$ cat src/rtl/ps2_pkg.sv
// Shared PS/2 receive definitions: prefix bytes, frame FSM encoding, game scan codes.
// Latency: n/a (declarations only).
// Backpressure: n/a.
package ps2_pkg;

  // Prefix bytes folded into flags rather than reported as codes
  localparam logic [7:0] PS2_PREFIX_EXT = 8'hE0;
  localparam logic [7:0] PS2_PREFIX_BRK = 8'hF0;

  // Frame receive state
  typedef enum logic [1:0] {
    IDLE   = 2'd0,
    DATA   = 2'd1,
    PARITY = 2'd2,
    STOP   = 2'd3
  } ps2_state_t;

  // Scan codes consumed by the downstream direction decoder
  localparam logic [7:0] SC_BLUE_0 = 8'hAC;
  localparam logic [7:0] SC_BLUE_1 = 8'h5D;
  localparam logic [7:0] SC_BLUE_2 = 8'h5C;
  localparam logic [7:0] SC_BLUE_3 = 8'h9D;
  localparam logic [7:0] SC_RED_0  = 8'h70;
  localparam logic [7:0] SC_RED_1  = 8'h71;
  localparam logic [7:0] SC_RED_2  = 8'hB1;
  localparam logic [7:0] SC_RED_3  = 8'h88;
  localparam logic [7:0] SC_STOP   = 8'h1F;

  // True when data bits plus the parity bit hold an odd number of ones
  function automatic logic odd_parity_ok(input logic [7:0] data, input logic par);
    return ^{data, par};
  endfunction

endpackage

$ cat src/rtl/ps2_scancode_rx_if.sv
// Scan-code event bus from the PS/2 receiver to the direction decoder.
// Latency: n/a (wires only).
// Backpressure: none; events are single-cycle pulses the consumer must take.
interface ps2_scancode_rx_if;
  logic [7:0] code;
  logic       code_ext;
  logic       code_brk;
  logic       code_valid;
  logic       frame_err;

  modport master (output code, code_ext, code_brk, code_valid, frame_err);
  modport slave  (input  code, code_ext, code_brk, code_valid, frame_err);
endinterface

$ cat src/rtl/ps2_line_filter.sv
// Resynchronises one raw PS/2 pin and only follows it after FILTER_LEN identical samples.
// Latency: 2 sync cycles plus FILTER_LEN samples before line_out changes.
// Backpressure: none; free-running conditioning of an asynchronous pin.
module ps2_line_filter #(
  parameter int FILTER_LEN = 4
) (
  input  logic clk,
  input  logic rst_n,
  input  logic line_in,
  output logic line_out
);

  localparam int CW = (FILTER_LEN < 2) ? 1 : $clog2(FILTER_LEN + 1);

  logic          sync_1;
  logic          sync_2;
  logic [CW-1:0] diff_cnt;

  // Two-flop synchroniser; idle PS/2 lines are high, so reset to 1
  always_ff @(posedge clk or negedge rst_n) begin
    if (!rst_n) begin
      sync_1 <= 1'b1;
      sync_2 <= 1'b1;
    end else begin
      sync_1 <= line_in;
      sync_2 <= sync_1;
    end
  end

  // Count consecutive samples disagreeing with the output; flip on the FILTER_LEN-th
  always_ff @(posedge clk or negedge rst_n) begin
    if (!rst_n) begin
      line_out <= 1'b1;
      diff_cnt <= '0;
    end else if (sync_2 == line_out) begin
      diff_cnt <= '0;
    end else if (diff_cnt == CW'(FILTER_LEN - 1)) begin
      line_out <= sync_2;
      diff_cnt <= '0;
    end else begin
      diff_cnt <= diff_cnt + 1'b1;
    end
  end

endmodule

$ cat src/rtl/ps2_scancode_rx.sv
// PS/2 keyboard receiver: frames 11-bit packets, checks parity/stop, folds E0/F0 into flags.
// Latency: code_valid/frame_err one clk after the fall_evt that samples the stop bit.
// Backpressure: none; one-cycle event pulses, code fields hold until the next code_valid.
module ps2_scancode_rx
  import ps2_pkg::*;
#(
  parameter int FILTER_LEN     = 4,
  parameter int TIMEOUT_CYCLES = 100000,
  parameter int TMO_W          = 17
) (
  input  logic                  clk,
  input  logic                  rst_n,
  input  logic                  ps2_clk,
  input  logic                  ps2_dat,
  ps2_scancode_rx_if.master     evt
);

  logic             clk_f;
  logic             dat_f;
  logic             clk_f_q;
  logic             fall_evt;

  ps2_state_t       state;
  logic [2:0]       bit_cnt;
  logic [7:0]       shreg;
  logic             par_acc;
  logic             par_ok;
  logic [TMO_W-1:0] tmo_cnt;
  logic             ext_flag;
  logic             brk_flag;

  logic [7:0]       code_q;
  logic             code_ext_q;
  logic             code_brk_q;
  logic             code_valid_q;
  logic             frame_err_q;

  ps2_line_filter #(.FILTER_LEN(FILTER_LEN)) u_clk_filt (
    .clk      (clk),
    .rst_n    (rst_n),
    .line_in  (ps2_clk),
    .line_out (clk_f)
  );

  ps2_line_filter #(.FILTER_LEN(FILTER_LEN)) u_dat_filt (
    .clk      (clk),
    .rst_n    (rst_n),
    .line_in  (ps2_dat),
    .line_out (dat_f)
  );

  // Delayed filtered clock for 1->0 edge detection
  always_ff @(posedge clk or negedge rst_n) begin
    if (!rst_n) clk_f_q <= 1'b1;
    else        clk_f_q <= clk_f;
  end

  assign fall_evt = clk_f_q & ~clk_f;

  // Frame FSM with timeout, prefix tracking and registered event outputs
  always_ff @(posedge clk or negedge rst_n) begin
    if (!rst_n) begin
      state        <= IDLE;
      bit_cnt      <= '0;
      shreg        <= '0;
      par_acc      <= 1'b0;
      par_ok       <= 1'b0;
      tmo_cnt      <= '0;
      ext_flag     <= 1'b0;
      brk_flag     <= 1'b0;
      code_q       <= '0;
      code_ext_q   <= 1'b0;
      code_brk_q   <= 1'b0;
      code_valid_q <= 1'b0;
      frame_err_q  <= 1'b0;
    end else begin
      code_valid_q <= 1'b0;
      frame_err_q  <= 1'b0;
      if (state == IDLE) begin
        tmo_cnt <= '0;
        // A high level here is line noise or a late bit; ignore it
        if (fall_evt && !dat_f) begin
          state   <= DATA;
          bit_cnt <= '0;
          par_acc <= 1'b0;
        end
      end else if (fall_evt) begin
        tmo_cnt <= '0;
        case (state)
          DATA: begin
            shreg   <= {dat_f, shreg[7:1]};
            par_acc <= par_acc ^ dat_f;
            if (bit_cnt == 3'd7) state <= PARITY;
            else                 bit_cnt <= bit_cnt + 3'd1;
          end
          PARITY: begin
            par_ok <= par_acc ^ dat_f;
            state  <= STOP;
          end
          default: begin
            state <= IDLE;
            if (dat_f && par_ok) begin
              if (shreg == PS2_PREFIX_EXT) begin
                ext_flag <= 1'b1;
              end else if (shreg == PS2_PREFIX_BRK) begin
                brk_flag <= 1'b1;
              end else begin
                code_q       <= shreg;
                code_ext_q   <= ext_flag;
                code_brk_q   <= brk_flag;
                code_valid_q <= 1'b1;
                ext_flag     <= 1'b0;
                brk_flag     <= 1'b0;
              end
            end else begin
              // A corrupted byte may have been a prefix; drop any half-built sequence
              frame_err_q <= 1'b1;
              ext_flag    <= 1'b0;
              brk_flag    <= 1'b0;
            end
          end
        endcase
      end else if (tmo_cnt == TMO_W'(TIMEOUT_CYCLES - 1)) begin
        // Keyboard stopped clocking mid-frame: abort and resynchronise on the next start bit
        state       <= IDLE;
        tmo_cnt     <= '0;
        frame_err_q <= 1'b1;
        ext_flag    <= 1'b0;
        brk_flag    <= 1'b0;
      end else begin
        tmo_cnt <= tmo_cnt + 1'b1;
      end
    end
  end

  assign evt.code       = code_q;
  assign evt.code_ext   = code_ext_q;
  assign evt.code_brk   = code_brk_q;
  assign evt.code_valid = code_valid_q;
  assign evt.frame_err  = frame_err_q;

endmodule

$ cat src/flat_wrapper.sv
// flat-port wrapper written by rule: the top's interface ports become plain ports
module ps2_scancode_rx_flat import ps2_pkg::*;
#(
  parameter int FILTER_LEN     = 4,
  parameter int TIMEOUT_CYCLES = 100000,
  parameter int TMO_W          = 17
)
  (clk, rst_n, ps2_clk, ps2_dat, evt_code, evt_code_ext, evt_code_brk, evt_code_valid, evt_frame_err);
  ps2_scancode_rx_if evt_i ();
  input  logic clk;
  input  logic rst_n;
  input  logic ps2_clk;
  input  logic ps2_dat;
  output wire logic [$bits(evt_i.code)-1:0] evt_code;
  output wire logic [$bits(evt_i.code_ext)-1:0] evt_code_ext;
  output wire logic [$bits(evt_i.code_brk)-1:0] evt_code_brk;
  output wire logic [$bits(evt_i.code_valid)-1:0] evt_code_valid;
  output wire logic [$bits(evt_i.frame_err)-1:0] evt_frame_err;
  assign evt_code = evt_i.code;
  assign evt_code_ext = evt_i.code_ext;
  assign evt_code_brk = evt_i.code_brk;
  assign evt_code_valid = evt_i.code_valid;
  assign evt_frame_err = evt_i.frame_err;
  ps2_scancode_rx #(.FILTER_LEN(FILTER_LEN), .TIMEOUT_CYCLES(TIMEOUT_CYCLES), .TMO_W(TMO_W)) u_core (.clk(clk), .rst_n(rst_n), .ps2_clk(ps2_clk), .ps2_dat(ps2_dat), .evt(evt_i));
endmodule
$ cat config.mk
export PLATFORM = sky130hd
export DESIGN_NAME = ps2_scancode_rx_flat
export DESIGN_NICKNAME = d
export VERILOG_FILES = /design/src/rtl/ps2_pkg.sv /design/src/rtl/ps2_scancode_rx_if.sv /design/src/rtl/ps2_line_filter.sv /design/src/rtl/ps2_scancode_rx.sv /design/src/flat_wrapper.sv
export SDC_FILE = /design/constraint.sdc
export NUM_CORES = 1
export LEC_CHECK = 0
export ABC_AREA = 1
export BUFFER_PORTS_ARGS = -buffer_cell sky130_fd_sc_hd__clkbuf_2
export CORE_ASPECT_RATIO = 1.4
export CORE_MARGIN = 5
export CORE_UTILIZATION = 53
export CTS_BUF_LIST = sky130_fd_sc_hd__clkbuf_16
export CTS_CLUSTER_DIAMETER = 60
export CTS_CLUSTER_SIZE = 14
export DETAILED_ROUTE_END_ITERATION = 12
export PLACE_DENSITY = 0.78
export SLEW_MARGIN = 20
export SYNTH_ARGS = -nofsm -noshare
export SYNTH_HDL_FRONTEND = slang
export SYNTH_HIERARCHICAL = 1
export SYNTH_SLANG_ARGS = --single-unit
$ cat constraint.sdc
create_clock -name clk -period 2.1 [get_ports clk]
set_clock_uncertainty 0.15 [all_clocks]
set_input_delay 0.42 -clock clk [delete_from_list [all_inputs] [get_ports clk]]
set_output_delay 0.42 -clock clk [all_outputs]
set_load 0.01 [all_outputs]
; ---- Word level (Yosys, flattened, before mapping)
; Cells that the tools add are included.
[word_totals]
register_bits = 59
inputBits = 4
out_inout_bits = 12
wordCells = 114
[op_classes]
n_addsub = 4
eq_ne = 16
mux = 44
n_bitwise = 9
reduce_logical = 19
[ops]
columns = operator, n
row1 = 17-bit 2-to-1 mux, 3
row2 = 3-bit 2-to-1 mux, 9
row3 = 1-bit 2-to-1 mux, 26
row4 = 17-bit by 1-bit adder with 17-bit output (second input constant), 1
row5 = 17-bit == test (second input constant), 1
row6 = 8-bit == test (second input constant), 2
row7 = 3-bit AND reduction, 4
row8 = 4-bit AND reduction, 3
row9 = 2-bit 2-to-1 mux, 5
row10 = 3-bit by 1-bit adder with 3-bit output (second input constant), 3
row11 = 4-bit inequality test (second input constant), 2
row12 = 1-bit inverter, 7
row13 = 3-bit by 2-bit == test with 1-bit output (second input constant), 2
row14 = 6-bit AND reduction, 1
row15 = 2-bit nonzero test, 3
row16 = 2-bit inequality test (second input constant), 2
row17 = 2-bit case mux with 2 select lines, 1
row18 = 2-bit AND reduction, 2
row19 = 3-bit == test (second input constant), 1
row20 = 3-bit inequality test (second input constant), 1
row21 = 3-bit nonzero test, 1
row22 = 1-bit == test, 2
row23 = 2-bit by 1-bit == test with 1-bit output (second input constant), 1
row24 = 2-bit == test (second input constant), 1
row25 = 7 further kinds, 8

; ---- Depth between registers and ports, before layout
[depth]
ltp_word = 7
depth_mapped = 10

; ---- Cells and area by module
; The synthesis kept the hierarchy.
[modules_own_cells]
columns = mod, n_inst, cells_per_inst, area_each_um2
row1 = ps2_scancode_rx, 1, 297, 2398.6
row2 = ps2_line_filter at u_core.u_dat_filt, 1, 25, 242.7
row3 = ps2_line_filter at u_core.u_clk_filt, 1, 25, 240.2

; ---- Worst setup path before layout
; Ideal clock, no wire load.
[synth_timing]
path_kind = register to register
from = reg u_core.state[0]
to = reg u_core.state[1]
t_arrival_ns = 1.337
setup_slack_ns = 0.496
stages_incl_launch_ff = 11
synth_period_minus_slack_ns = 1.604
path_cell_list = dfrtp_1 > inv_1 > ha_1 > buf_6 > inv_1 > nand2_1 > nor2_2 > a21oi_1 > nand2_1 > nand2_1 > nand2_1
[synth_between]
elab_chain_len = 4
[synth_rtl]
columns = item, line_no
row1 = start: declaration, ps2_scancode_rx.sv:23  ; ps2_state_t state;
row2 = start signal: assignment, ps2_scancode_rx.sv:63  ; state <= IDLE;
row3 = start signal: assignment, ps2_scancode_rx.sv:83  ; state <= DATA;
row4 = start signal: assignment, ps2_scancode_rx.sv:93  ; if (bit_cnt == 3'd7) state <= PARITY;
row5 = 2-bit == test / 2-bit by 1-bit == test with 1-bit output (equally long branches), ps2_scancode_rx.sv:89  ; case (state)
row6 = 2-bit case mux with 2 select lines, ps2_scancode_rx.sv:89
row7 = 2-bit 2-to-1 mux, ps2_scancode_rx.sv:87  ; end else if (fall_evt) begin
row8 = 2-bit 2-to-1 mux, ps2_scancode_rx.sv:79  ; if (state == IDLE) begin
; Several ways; a longest one is shown, not always the timed one.
; A chain may end at the register's enable or synchronous reset.

; ---- Worst setup path in the final report
[layout_timing]
from = reg u_core.state[0]
to = reg u_core.state[0]
; The elaborated chain is that of the path after synthesis.

==> impl_results.md <==
* Status: complete, no violations
* Area of the mapped netlist at 2880 sq um
* Reported max-cap violation count at 0
* Via count at 2218
* Clock insertion delay at the later pin of the skew report at 0.32 ns
* Critical path type: reg -> reg
* Lkg Pwr at 1.61 nW
* Clock transition at the registers of the reported paths at roughly 0.050 ns
* Count of unique library cells instantiated by Yosys at 27
* Cell repeated most along the worst path: sky130_fd_sc_hd__nand2_1
* Clk Tree Root Cell: sky130_fd_sc_hd__clkbuf_16
* Iter 0 DRT Violations at 111
* Post-DR wirelength/cell at roughly 12 um
* Maximum number of pins on one net before global-route repair at 60
* Worst slew margin at around four fifths
* Row cnt at 31
* Area of combinational cells with multiple inputs at roughly 1200 sq um
* Final net count at between 300 and 400
* Clock tree from TritonCTS: done
* Final total power at between 3 and 4 mW
* Final weighted congestion in routability-driven placement at between 0.8 and 0.9
* Share of post-route cells with drive strength above 1 at 16.0%
* Total iterations of the first detailed-routing run at 4
* Most common cell after layout, fill and taps aside: sky130_fd_sc_hd__nand2_1
* Area grow syn2layout at 15.2%
* Detail-routed via count per cell at about 5.0
* TNS Setup at 0 ns
* Initial antenna violation count at 0
* Sequential fraction of the synthesis area at 51.5%
* Mapped Avg Cell Area at approximately 8.3 sq um
* Setup repair after global routing missed its margin: false
* Worst Path Max Fanout at 9
* Count of antenna-violating nets left after detailed routing at 0
* Portion of the clock cycle consumed by the worst path in the final layout at roughly 90%
* Number of warnings printed during yosys synthesis at 6
* Die width at 72.3 um
* Starting Density at 55.0%
* Standard cell with the maximum stage delay on the critical path: sky130_fd_sc_hd__dfrtp_1
* Minimum clock period after layout at about 1.9 ns
* Pwr dens at around 1100 nW/um^2
* Worst Hold Class: in -> reg
* Arrival time at the worst endpoint at ~1.9 ns
* GRT Resource Usage Total at approximately 17%
* Register bit total from synthesis at a little under 60
* Leftover overflow at the end of global routing at 0
* Final WL at 5420 um
* Vertical die dimension at 97.2 um
* Port-buffer cells at 15
* Final setup violation count at 0
* Number of clock sinks at 59
* Placed wire-length estimate at 3650 um
* Timing-limited maximum frequency at between 500 and 600 MHz
* Number of global-route vias before repair at about 2200
* Leading cell types in the layout, fill and taps excluded: 93 x sky130_fd_sc_hd__nand2_1, 52 x sky130_fd_sc_hd__dfrtp_1, 50 x sky130_fd_sc_hd__inv_1
* Max clock buf depth at 2
* Highest cell delay on the worst timing path at about 0.42 ns
* Wire length of the first global-routing pass at between 9000 and 10000 um
* Worst setup EP type: flip-flop
* Startpoint kind of the worst setup timing path: flip-flop
* Max-slew violations at 0
* FF/Latch Area at 1490 sq um
* Gate count after technology mapping at about 350
* Buffer count from post-CTS setup fixing at 0
* Antenna Cells at 0
* Worst path cell trace: inv_1, ha_2, inv_1, nand2_1, nor2_2, a21oi_1, nand2_1, nand2_1, nand2_1
* Die area at around 7000 sq um
* Count of H-tree levels built during CTS at 3
* Mapped Nets at 361
* Worst vdd rail ir drop at around 0.80 mV
* Required time at the worst-slack endpoint at ~2.2 ns
* Number of buffers created by CTS at 9
* Layout filler cell count at 447
* Core Footprint at 5240 sq um
* I/O pin total at 16
* Drt drc at 0
* Hold Violations, Final at 0
* Slew at the pin closest to its max-slew limit at around 0.32 ns
synth_stat cells:
cell type / count / area (sq um)
sky130_fd_sc_hd__nand3_2: 1 / 10.0
sky130_fd_sc_hd__xnor2_1: 1 / 8.76
sky130_fd_sc_hd__o21bai_1: 2 / 15.0
sky130_fd_sc_hd__nor3_1: 6 / 30.0
sky130_fd_sc_hd__a31oi_1: 2 / 12.5
sky130_fd_sc_hd__xor2_1: 5 / 43.8
sky130_fd_sc_hd__nor2_4: 3 / 33.8
sky130_fd_sc_hd__o21ai_2: 2 / 17.5
sky130_fd_sc_hd__ha_1: 10 / 125
sky130_fd_sc_hd__inv_1: 49 / 184
sky130_fd_sc_hd__o22ai_1: 1 / 6.26
sky130_fd_sc_hd__dfstp_2: 7 / 184
sky130_fd_sc_hd__dfrtp_1: 52 / 1300
sky130_fd_sc_hd__nand4_1: 2 / 12.5
sky130_fd_sc_hd__nor2_1: 44 / 165
sky130_fd_sc_hd__nand3b_1: 1 / 7.51
sky130_fd_sc_hd__buf_2: 1 / 5.00
sky130_fd_sc_hd__nand2_2: 10 / 62.6
sky130_fd_sc_hd__a21oi_1: 4 / 20.0
sky130_fd_sc_hd__nand3_1: 22 / 110
sky130_fd_sc_hd__nor2_2: 5 / 31.3
sky130_fd_sc_hd__inv_2: 1 / 3.75
sky130_fd_sc_hd__buf_4: 1 / 7.51
sky130_fd_sc_hd__nand2_4: 1 / 11.3
sky130_fd_sc_hd__o21ai_0: 18 / 90.1
sky130_fd_sc_hd__buf_6: 3 / 33.8
sky130_fd_sc_hd__nand2_1: 93 / 349
area by class of cell:
type	count	area share [%]
flip-flops and latches	59	44.8
multi-input cells	233	35.1
clock buffers	9	6.79
inverters	50	5.66
repair buffers	18	3.39
well taps	66	2.49
clock inverters	7	1.81
cells by family after synthesis:
| logic type | synth area share, % |
|---|---|
| xor gates and xnor gates | 1.82 |
| AOI/OAI and AO/OA | 5.60 |
| and+or+nand+nor | 28.6 |
| adders and majority gates | 4.34 |
| DFF | 51.5 |
| buffers and inverters | 8.12 |
critical path: cells and delay by family (launching register included):
family | cells | cell delay, ns
buffers and inverters | 2 | 0.26
adders and majority gates | 1 | 0.33
DFF | 1 | 0.42
and+or+nand+nor | 5 | 0.41
AOI/OAI and AO/OA | 1 | 0.21
final timing paths:
| kind | from | to | slack, ns | depth (start not counted) |
|---|---|---|---|---|
| worst max-delay path | u_core/state[0] | u_core/state[0] | 0.22 | 9 |
| worst min-delay path | ps2_clk | u_core/u_clk_filt/sync_1 | 0.03 | 1 |
| worst max register to register | u_core/state[0] | u_core/state[0] | 0.22 | 9 |
| worst min register to register | u_core/u_clk_filt/sync_1 | u_core/u_clk_filt/sync_2 | 0.20 | 0 |
| max in group asynchronous | rst_n | u_core/u_dat_filt/line_out | 1.00 | 3 |
| min in group asynchronous | rst_n | u_core/u_clk_filt/diff_cnt[2] | 0.50 | 3 |
flip-flops by register name, indices dropped and copies added, names as in the netlist, 2 cells and up:
signal	count
u_core/bit_cnt	3
u_core/evt.code	8
u_core/u_dat_filt/diff_cnt	3
u_core/shreg	8
u_core/state	2
u_core/tmo_cnt	17
u_core/u_clk_filt/diff_cnt	3
power breakdown:
| part | leakage [nW] | internal, mW | switching (mW) |
|---|---|---|---|
| combinational | 0.685 | 0.315 | 0.620 |
| clock | 0.135 | 0.898 | 0.466 |
| sequential | 0.788 | 1.33 | 0.138 |
per-layer routing:
metal  routed length [um]  vias up  track usage (%)  part of all wire [%]
met5                    0        -                0                     0
met4                  120        0             8.97                   2.2
met3                  166       12             5.80                   3.1
met2                 2850       31             28.1                    53
met1                 2290     1050             20.1                    42
li1                     -     1125                -                     -
per-stage QoR:
step	cells	hold WS [ns]	worst slack, ns	instance area [sq um]	util, %
final	442	0.0310	0.217	3320	63.4
after floorplan	347	-0.0256	0.496	2880	-
after CTS	442	0.0193	0.0905	3320	63.3
after global placement	425	0.196	0.250	3020	57.7
after detailed placement	425	0.198	0.105	3020	57.7
after global routing	442	0.0153	0.0405	3320	63.4
what timing repair did:
action | 4_1_cts | 5_1_grt
hold endpoints to repair | 52 | 0
hold buffers | 1 | 0
setup endpoints to repair | 0 | 2
resized for setup | 0 | 1
Note: power is estimated with default switching activity, not from simulation.
